[config.mk]
export PLATFORM = sky130hd
export DESIGN_NAME = neuron_mac_param_flat
export DESIGN_NICKNAME = d
export VERILOG_FILES = /design/src/rtl/neuron_mac_param_if.sv /design/src/rtl/neuron_mac_param.sv /design/src/flat_wrapper.sv
export SDC_FILE = /design/constraint.sdc
export NUM_CORES = 2
export LEC_CHECK = 0
export BUFFER_PORTS_ARGS = -buffer_cell sky130_fd_sc_hd__buf_4
export CORE_MARGIN = 5
export CORE_UTILIZATION = 60
export CTS_BUF_LIST = sky130_fd_sc_hd__clkbuf_4
export DETAILED_ROUTE_END_ITERATION = 10
export GPL_TIMING_DRIVEN = 0
export PLACE_DENSITY = 0.78
export SLEW_MARGIN = 20
export SYNTH_ARGS = -nofsm -noshare
export SYNTH_HDL_FRONTEND = slang
export SYNTH_SLANG_ARGS = --single-unit
[constraint.sdc]
create_clock -name clk -period 7.73 [get_ports clk]
set_clock_uncertainty 0.1 [all_clocks]
set_input_delay 0.773 -clock clk [delete_from_list [all_inputs] [get_ports clk]]
set_output_delay 0.773 -clock clk [all_outputs]
set_load 0.005 [all_outputs]
[src/rtl/neuron_mac_param_if.sv]
`default_nettype none
// ============================================================================
//  Module   : neuron_mac_param_if
//  Brief    : Config bus, input stream and output stream of the neuron core.
//  Revision : 1.0  initial release
// ============================================================================
interface neuron_mac_param_if #(
  parameter int DATA_WIDTH = 16
);
  logic [31:0]           config_layer_num;
  logic [31:0]           config_neuron_num;
  logic                  weight_valid;
  logic [31:0]           weight_value;
  logic                  bias_valid;
  logic [31:0]           bias_value;
  logic [1:0]            act_mode;
  logic [DATA_WIDTH-1:0] in_data;
  logic                  in_valid;
  logic                  in_ready;
  logic [DATA_WIDTH-1:0] out_data;
  logic                  out_valid;
  logic                  out_ready;
  logic                  load_err;

  modport master (
    output config_layer_num, config_neuron_num, weight_valid, weight_value,
           bias_valid, bias_value, act_mode, in_data, in_valid, out_ready,
    input  in_ready, out_data, out_valid, load_err
  );

  modport slave (
    input  config_layer_num, config_neuron_num, weight_valid, weight_value,
           bias_valid, bias_value, act_mode, in_data, in_valid, out_ready,
    output in_ready, out_data, out_valid, load_err
  );
endinterface
`default_nettype wire

[src/rtl/neuron_mac_param.sv]
`default_nettype none
// ============================================================================
//  Module   : neuron_mac_param
//  Brief    : Generic neuron core: loadable weights/bias, saturating MAC,
//             run-time activation, valid/ready streams with backpressure.
//  Revision : 1.0  initial release
// ============================================================================
module neuron_mac_param #(
  parameter int LAYER_NO         = 1,
  parameter int NEURON_NO        = 0,
  parameter int NUM_WEIGHT       = 30,
  parameter int DATA_WIDTH       = 16,
  parameter int WEIGHT_INT_WIDTH = 1,
  parameter int SIGMOID_SIZE     = 10
) (
  input  logic                clk,
  input  logic                rst,
  neuron_mac_param_if.slave   bus
);

  localparam int c_ACC_W = 2 * DATA_WIDTH;
  localparam int c_PTR_W = $clog2(NUM_WEIGHT);
  localparam int c_CNT_W = $clog2(NUM_WEIGHT + 1);
  localparam logic [c_CNT_W-1:0]        c_CNT_FULL = c_CNT_W'(NUM_WEIGHT);
  localparam logic [c_PTR_W-1:0]        c_PTR_LAST = c_PTR_W'(NUM_WEIGHT - 1);
  localparam logic signed [c_ACC_W-1:0] c_ACC_MAX  = {1'b0, {(c_ACC_W-1){1'b1}}};
  localparam logic signed [c_ACC_W-1:0] c_ACC_MIN  = {1'b1, {(c_ACC_W-1){1'b0}}};
  localparam logic [DATA_WIDTH-1:0]     c_OUT_MAX  = {1'b0, {(DATA_WIDTH-1){1'b1}}};
  localparam logic [DATA_WIDTH-1:0]     c_OUT_MIN  = {1'b1, {(DATA_WIDTH-1){1'b0}}};

  typedef enum logic [2:0] {
    S_IDLE  = 3'd0,
    S_ACCUM = 3'd1,
    S_DRAIN = 3'd2,
    S_BIAS  = 3'd3,
    S_ACT   = 3'd4,
    S_OUT   = 3'd5
  } state_t;

  state_t                        r_state;
  logic [c_CNT_W-1:0]            r_cnt;
  logic [c_PTR_W-1:0]            r_wptr;
  logic                          r_drain;
  logic signed [c_ACC_W-1:0]     r_bias;
  logic signed [c_ACC_W-1:0]     r_acc;
  logic                          r_load_err;
  logic [DATA_WIDTH-1:0]         r_out_data;
  logic                          r_out_valid;

  logic [DATA_WIDTH-1:0]         r_mem [NUM_WEIGHT];
  logic [c_PTR_W-1:0]            r_raddr;
  logic signed [DATA_WIDTH-1:0]  r_x1;
  logic signed [DATA_WIDTH-1:0]  r_x2;
  logic signed [DATA_WIDTH-1:0]  r_w2;
  logic signed [c_ACC_W-1:0]     r_prod;
  logic                          r_v1;
  logic                          r_v2;
  logic                          r_v3;

  logic                          w_sel;
  logic                          w_idle;
  logic                          w_xfer;
  logic                          w_wr_req;
  logic [DATA_WIDTH-1:0]         w_slice;
  logic [WEIGHT_INT_WIDTH:0]     w_top;
  logic                          w_fits;
  logic [DATA_WIDTH-1:0]         w_ident;
  logic [DATA_WIDTH-1:0]         w_act;
  logic                          w_unused_bits;

  function automatic logic signed [c_ACC_W-1:0] f_sat_add(
    input logic signed [c_ACC_W-1:0] a,
    input logic signed [c_ACC_W-1:0] b
  );
    logic signed [c_ACC_W-1:0] sum;
    sum = a + b;
    if (!a[c_ACC_W-1] && !b[c_ACC_W-1] && sum[c_ACC_W-1])
      return c_ACC_MAX;
    else if (a[c_ACC_W-1] && b[c_ACC_W-1] && !sum[c_ACC_W-1])
      return c_ACC_MIN;
    return sum;
  endfunction

  assign w_sel    = (bus.config_layer_num == 32'(LAYER_NO)) &&
                    (bus.config_neuron_num == 32'(NEURON_NO));
  assign w_idle   = (r_state == S_IDLE);
  assign w_wr_req = w_sel && (bus.weight_valid || bus.bias_valid);
  // Held low combinationally while reset is asserted, not just after it.
  assign bus.in_ready = rst && (w_idle || ((r_state == S_ACCUM) && (r_cnt < c_CNT_FULL)));
  assign w_xfer   = bus.in_valid && bus.in_ready;

  assign w_slice  = r_acc[c_ACC_W-1-WEIGHT_INT_WIDTH -: DATA_WIDTH];
  assign w_top    = r_acc[c_ACC_W-1 -: WEIGHT_INT_WIDTH+1];
  assign w_fits   = (&w_top) || !(|w_top);
  assign w_ident  = w_fits ? w_slice : (r_acc[c_ACC_W-1] ? c_OUT_MIN : c_OUT_MAX);

  always_comb begin
    w_act = w_ident;
    case (bus.act_mode)
      2'd1:    w_act = r_acc[c_ACC_W-1] ? '0 : w_ident;
      2'd2:    w_act = DATA_WIDTH'(r_acc[c_ACC_W-1 -: SIGMOID_SIZE]);
      default: w_act = w_ident;
    endcase
  end

  assign w_unused_bits = ^{bus.weight_value, bus.bias_value};

  // Weight storage and datapath operands carry no reset; only valids do.
  always_ff @(posedge clk) begin
    if (w_idle && w_sel && bus.weight_valid)
      r_mem[r_wptr] <= bus.weight_value[DATA_WIDTH-1:0];
    if (w_xfer) begin
      r_raddr <= r_cnt[c_PTR_W-1:0];
      r_x1    <= bus.in_data;
    end
    r_w2   <= r_mem[r_raddr];
    r_x2   <= r_x1;
    r_prod <= c_ACC_W'(r_x2) * c_ACC_W'(r_w2);
  end

  always_ff @(posedge clk or negedge rst) begin
    if (!rst) begin
      r_v1 <= 1'b0;
      r_v2 <= 1'b0;
      r_v3 <= 1'b0;
    end else begin
      r_v1 <= w_xfer;
      r_v2 <= r_v1;
      r_v3 <= r_v2;
    end
  end

  always_ff @(posedge clk or negedge rst) begin
    if (!rst) begin
      r_state     <= S_IDLE;
      r_cnt       <= '0;
      r_wptr      <= '0;
      r_drain     <= 1'b0;
      r_bias      <= '0;
      r_acc       <= '0;
      r_load_err  <= 1'b0;
      r_out_data  <= '0;
      r_out_valid <= 1'b0;
    end else begin
      if (w_idle && w_sel && bus.weight_valid)
        r_wptr <= (r_wptr == c_PTR_LAST) ? '0 : r_wptr + c_PTR_W'(1);
      if (w_idle && w_sel && bus.bias_valid)
        r_bias <= bus.bias_value[c_ACC_W-1:0];
      if (!w_idle && w_wr_req)
        r_load_err <= 1'b1;
      if (r_v3)
        r_acc <= f_sat_add(r_acc, r_prod);

      case (r_state)
        S_IDLE: begin
          if (w_xfer) begin
            r_cnt   <= r_cnt + c_CNT_W'(1);
            r_state <= S_ACCUM;
          end
        end
        S_ACCUM: begin
          if (w_xfer)
            r_cnt <= r_cnt + c_CNT_W'(1);
          if (r_cnt == c_CNT_FULL)
            r_state <= S_DRAIN;
        end
        S_DRAIN: begin
          r_drain <= ~r_drain;
          if (r_drain)
            r_state <= S_BIAS;
        end
        S_BIAS: begin
          r_acc   <= f_sat_add(r_acc, r_bias);
          r_state <= S_ACT;
        end
        S_ACT: begin
          r_out_data  <= w_act;
          r_out_valid <= 1'b1;
          r_state     <= S_OUT;
        end
        S_OUT: begin
          if (bus.out_ready) begin
            r_out_valid <= 1'b0;
            r_acc       <= '0;
            r_cnt       <= '0;
            r_state     <= S_IDLE;
          end
        end
        default: r_state <= S_IDLE;
      endcase
    end
  end

  assign bus.out_data  = r_out_data;
  assign bus.out_valid = r_out_valid;
  assign bus.load_err  = r_load_err;

endmodule
`default_nettype wire

[src/flat_wrapper.sv]
// flat-port wrapper written by rule: the top's interface ports become plain ports
module neuron_mac_param_flat 
#(
  parameter int LAYER_NO         = 1,
  parameter int NEURON_NO        = 0,
  parameter int NUM_WEIGHT       = 30,
  parameter int DATA_WIDTH       = 16,
  parameter int WEIGHT_INT_WIDTH = 1,
  parameter int SIGMOID_SIZE     = 10
)
  (clk, rst, bus_config_layer_num, bus_config_neuron_num, bus_weight_valid, bus_weight_value, bus_bias_valid, bus_bias_value, bus_act_mode, bus_in_data, bus_in_valid, bus_out_ready, bus_in_ready, bus_out_data, bus_out_valid, bus_load_err);
  neuron_mac_param_if #(.DATA_WIDTH(DATA_WIDTH)) bus_i ();
  input  logic clk;
  input  logic rst;
  input wire logic [$bits(bus_i.config_layer_num)-1:0] bus_config_layer_num;
  input wire logic [$bits(bus_i.config_neuron_num)-1:0] bus_config_neuron_num;
  input wire logic [$bits(bus_i.weight_valid)-1:0] bus_weight_valid;
  input wire logic [$bits(bus_i.weight_value)-1:0] bus_weight_value;
  input wire logic [$bits(bus_i.bias_valid)-1:0] bus_bias_valid;
  input wire logic [$bits(bus_i.bias_value)-1:0] bus_bias_value;
  input wire logic [$bits(bus_i.act_mode)-1:0] bus_act_mode;
  input wire logic [$bits(bus_i.in_data)-1:0] bus_in_data;
  input wire logic [$bits(bus_i.in_valid)-1:0] bus_in_valid;
  input wire logic [$bits(bus_i.out_ready)-1:0] bus_out_ready;
  output wire logic [$bits(bus_i.in_ready)-1:0] bus_in_ready;
  output wire logic [$bits(bus_i.out_data)-1:0] bus_out_data;
  output wire logic [$bits(bus_i.out_valid)-1:0] bus_out_valid;
  output wire logic [$bits(bus_i.load_err)-1:0] bus_load_err;
  assign bus_i.config_layer_num = bus_config_layer_num;
  assign bus_i.config_neuron_num = bus_config_neuron_num;
  assign bus_i.weight_valid = bus_weight_valid;
  assign bus_i.weight_value = bus_weight_value;
  assign bus_i.bias_valid = bus_bias_valid;
  assign bus_i.bias_value = bus_bias_value;
  assign bus_i.act_mode = bus_act_mode;
  assign bus_i.in_data = bus_in_data;
  assign bus_i.in_valid = bus_in_valid;
  assign bus_i.out_ready = bus_out_ready;
  assign bus_in_ready = bus_i.in_ready;
  assign bus_out_data = bus_i.out_data;
  assign bus_out_valid = bus_i.out_valid;
  assign bus_load_err = bus_i.load_err;
  neuron_mac_param #(.LAYER_NO(LAYER_NO), .NEURON_NO(NEURON_NO), .NUM_WEIGHT(NUM_WEIGHT), .DATA_WIDTH(DATA_WIDTH), .WEIGHT_INT_WIDTH(WEIGHT_INT_WIDTH), .SIGMOID_SIZE(SIGMOID_SIZE)) u_core (.clk(clk), .rst(rst), .bus(bus_i));
endmodule
==> impl_metrics.toml <==
[route]
wire_per_inst_um = 22.3
antenna_left = 0
drt-initial-drc-count = 2160
routed_via_density = 5.94
route.vias.total = 24900
routed_wl_mm = 93.6
first_pass_iters = 7
drc_errors = 0

[grt]
grt_max_degree = 101
antenna_found_initial = 2
grt_pass1_vias = 26900
grt_util_met1_pct = 34.2
grtUsageMet3_pct = 5.23
grt_pass1_wl_mm = 146
grtUsageMet2_pct = 48.7
grt-busiest-layer = "met2"
grt_usage_pct = 28.0
grt_overflow_total = 0

[logic_synthesis]
syn_inst = 2811
synth_top_flop_cell = "edfxtp_1"
ys_ff_latch = 664
yosys-top-cells-area = "edfxtp_1 39%, fa_1 14%, mux4_2 8.5%"
synth.cell_area_sq_um = 38100
synthArstFlopShare_pct = 14.9
yosysSeqAreaShare_pct = 49.3
synth_cell_type_count = 76
yosys_warnings = 0
synthTopCellsByCount = "501 x edfxtp_1, 354 x inv_1, 266 x fa_1"
yosysTopAreaCell = "edfxtp_1"
synth_top_area_share_pct = 39.5
avgSynthCellArea_sq_um = 13.6
syn-num-nets = 3387
synth_edf_count = 501
synth.most_common_cell = "edfxtp_1"

[floorplan]
die_w_um = 262
coreArea_sq_um = 63000
die_h_um = 262
start_util_pct = 60.5
ios = 171
num_rows = 92
dieArea_sq_um = 68600

[placed_design]
place_hpwl_mm = 68.8
dp_slack_ps = 582
place_area_sq_um = 40700
port_buffers = 154
gp_congestion = 0.949

[timing]
worst_slew_pin_slew_ps = 1050
finalHoldViolCount = 0
finalHoldWorstSlack_ps = 155
slew_viol_final = 0
tns_ps = 0
max_slew_margin_pct = 30.2
setup_violations = 0
rsz0062_at_grt = "no"
min_period_over_period_pct = 94.7
period_minus_slack_ps = 7320
max_freq_ghz = 0.137
final.setup.worst_slack_ps = 410

[cells_and_area]
fillers = 4330
nNetsFinal = 3798
multiInputGateArea_sq_um = 17600
syn2layout_area_growth_pct = 14.5
drive_gt1_share_pct = 21.2
seq_area_sq_um = 18800
final_area_sq_um = 43600

[worst_hold_path]
min_path_type = "in2async"

[cts]
cts_buffer_depth = 3
numCtsBuffers = 162
cts_setup_buffers = 0
clkLatencyLatePin_ps = 1050
root_buffer = "clkbuf_4"
cts_tree = "built"
htreeDepth = 4
clk_pin_slew_worst_paths_ps = 70
cts_sinks = 664

[worst_setup_path]
end_kind = "flip-flop"
cp_max_fo = 10
regToRegSetupSlack_ps = 410
cp_data_required_time_ps = 8490
critical_path_class = "reg2reg"
crit_arrival_ps = 8080
start_kind = "flip-flop"

[flow_run]
cap_viol_max_count = 0

[run_status]
status = "finished clean"
cell families (layout without fill, tap and decap cells):
family                   Yosys count  in the layout  synth area share [%]
AO/OA/AOI/OAI                    403            403                  6.90
buffers and inverters            460            994                  4.61
other                              0              7                     0
XOR/XNOR                          88             88                  2.02
flip-flops                       664            664                  49.3
multiplexers                     216            216                  10.6
adder cells (fa/ha/maj)          424            424                  19.2
AND/OR/NAND/NOR                  556            556                  7.33
final cells by class:
class                           count  area share (%)
Buffer                            106           0.984
Sequential cell                   664            43.1
Tap cell                          846            2.43
Multi-Input combinational cell   1687            40.4
Inverter                          354            3.05
Timing Repair Buffer              247            4.99
Clock inverter                     48           0.892
Antenna cell                        7          0.0402
Clock buffer                      239            4.11
worst paths after layout:
| kind | startpoint | end | depth (start not counted) |
|---|---|---|---|
| max | u_core.r_w2[7] | u_core.r_prod[31] | 21 |
| min | rst | u_core.r_acc[4] | 2 |
| max reg2reg | u_core.r_w2[7] | u_core.r_prod[31] | 21 |
| min reg2reg | u_core.r_x1[13] | u_core.r_x2[13] | 0 |
| max in group asynchronous | rst | u_core.r_wptr[3] | 3 |
| min in group clk | bus_config_neuron_num[18] | u_core.bus.load_err | 5 |
layer usage:
metal	part of all wire [%]	routed length, um
met5	0	0
met4	4.9	4590
met3	6.2	5820
met2	52	48600
met1	37	34600
worst max-delay path: stages (launching register included):
cell and delay [ps]:
dfxtp_1 670, clkbuf_1 560, nand2_1 170, fa_1 560
inv_1 50, fa_1 510, inv_1 60, fa_1 540
inv_1 50, fa_1 440, fa_1 490, inv_1 50
fa_1 550, inv_1 60, ha_1 350, a211o_1 300
a211oi_1 330, o32ai_1 230, o41ai_2 320, o21ai_0 230
a2111oi_0 460, nor3_1 100
registers in the layout (all words and copies together), names as in the netlist:
name                  count
u_core.r_mem            480
u_core.r_acc             32
u_core.r_bias            32
u_core.r_prod            32
u_core.bus.out_data      16
u_core.r_w2              16
u_core.r_x1              16
u_core.r_x2              16
u_core.r_cnt              5
u_core.r_raddr            5
u_core.r_wptr             5
u_core.r_state            3
u_core.bus.load_err       1
u_core.bus.out_valid      1
u_core.r_drain            1
u_core.r_v1               1
u_core.r_v2               1
u_core.r_v3               1
layout by cell type, fill, tap and decap left out, drive strengths merged, types with 64 or more instances in the layout:
master | netlist | routed
clkbuf | 85 | 325
o21ai | 100 | 100
inv | 354 | 365
edfxtp | 501 | 501
dfrtp | 99 | 99
dlygate4sd3 | 0 | 69
nor2 | 91 | 91
dfxtp | 64 | 64
ha | 158 | 158
mux4 | 144 | 144
buf | 21 | 198
fa | 266 | 266
and2 | 133 | 133
mux2 | 67 | 67
nand2 | 185 | 185
a21oi | 114 | 114
what timing repair did:
action	CTS	global route
resized for setup	0	0
hold endpoints to repair	362	0
hold buffers	69	0
through the flow:
stage / instances / utilization [%]
detailed placement: 3834 / 64.6
global route: 4192 / 69.2
global placement: 3811 / 64.0
finish: 4198 / 69.3
CTS: 4190 / 69.2
floorplan: 2811 / -
Power is not shown: default switching activity piles up to over one toggle a cycle in this logic, so the estimate is an artifact.
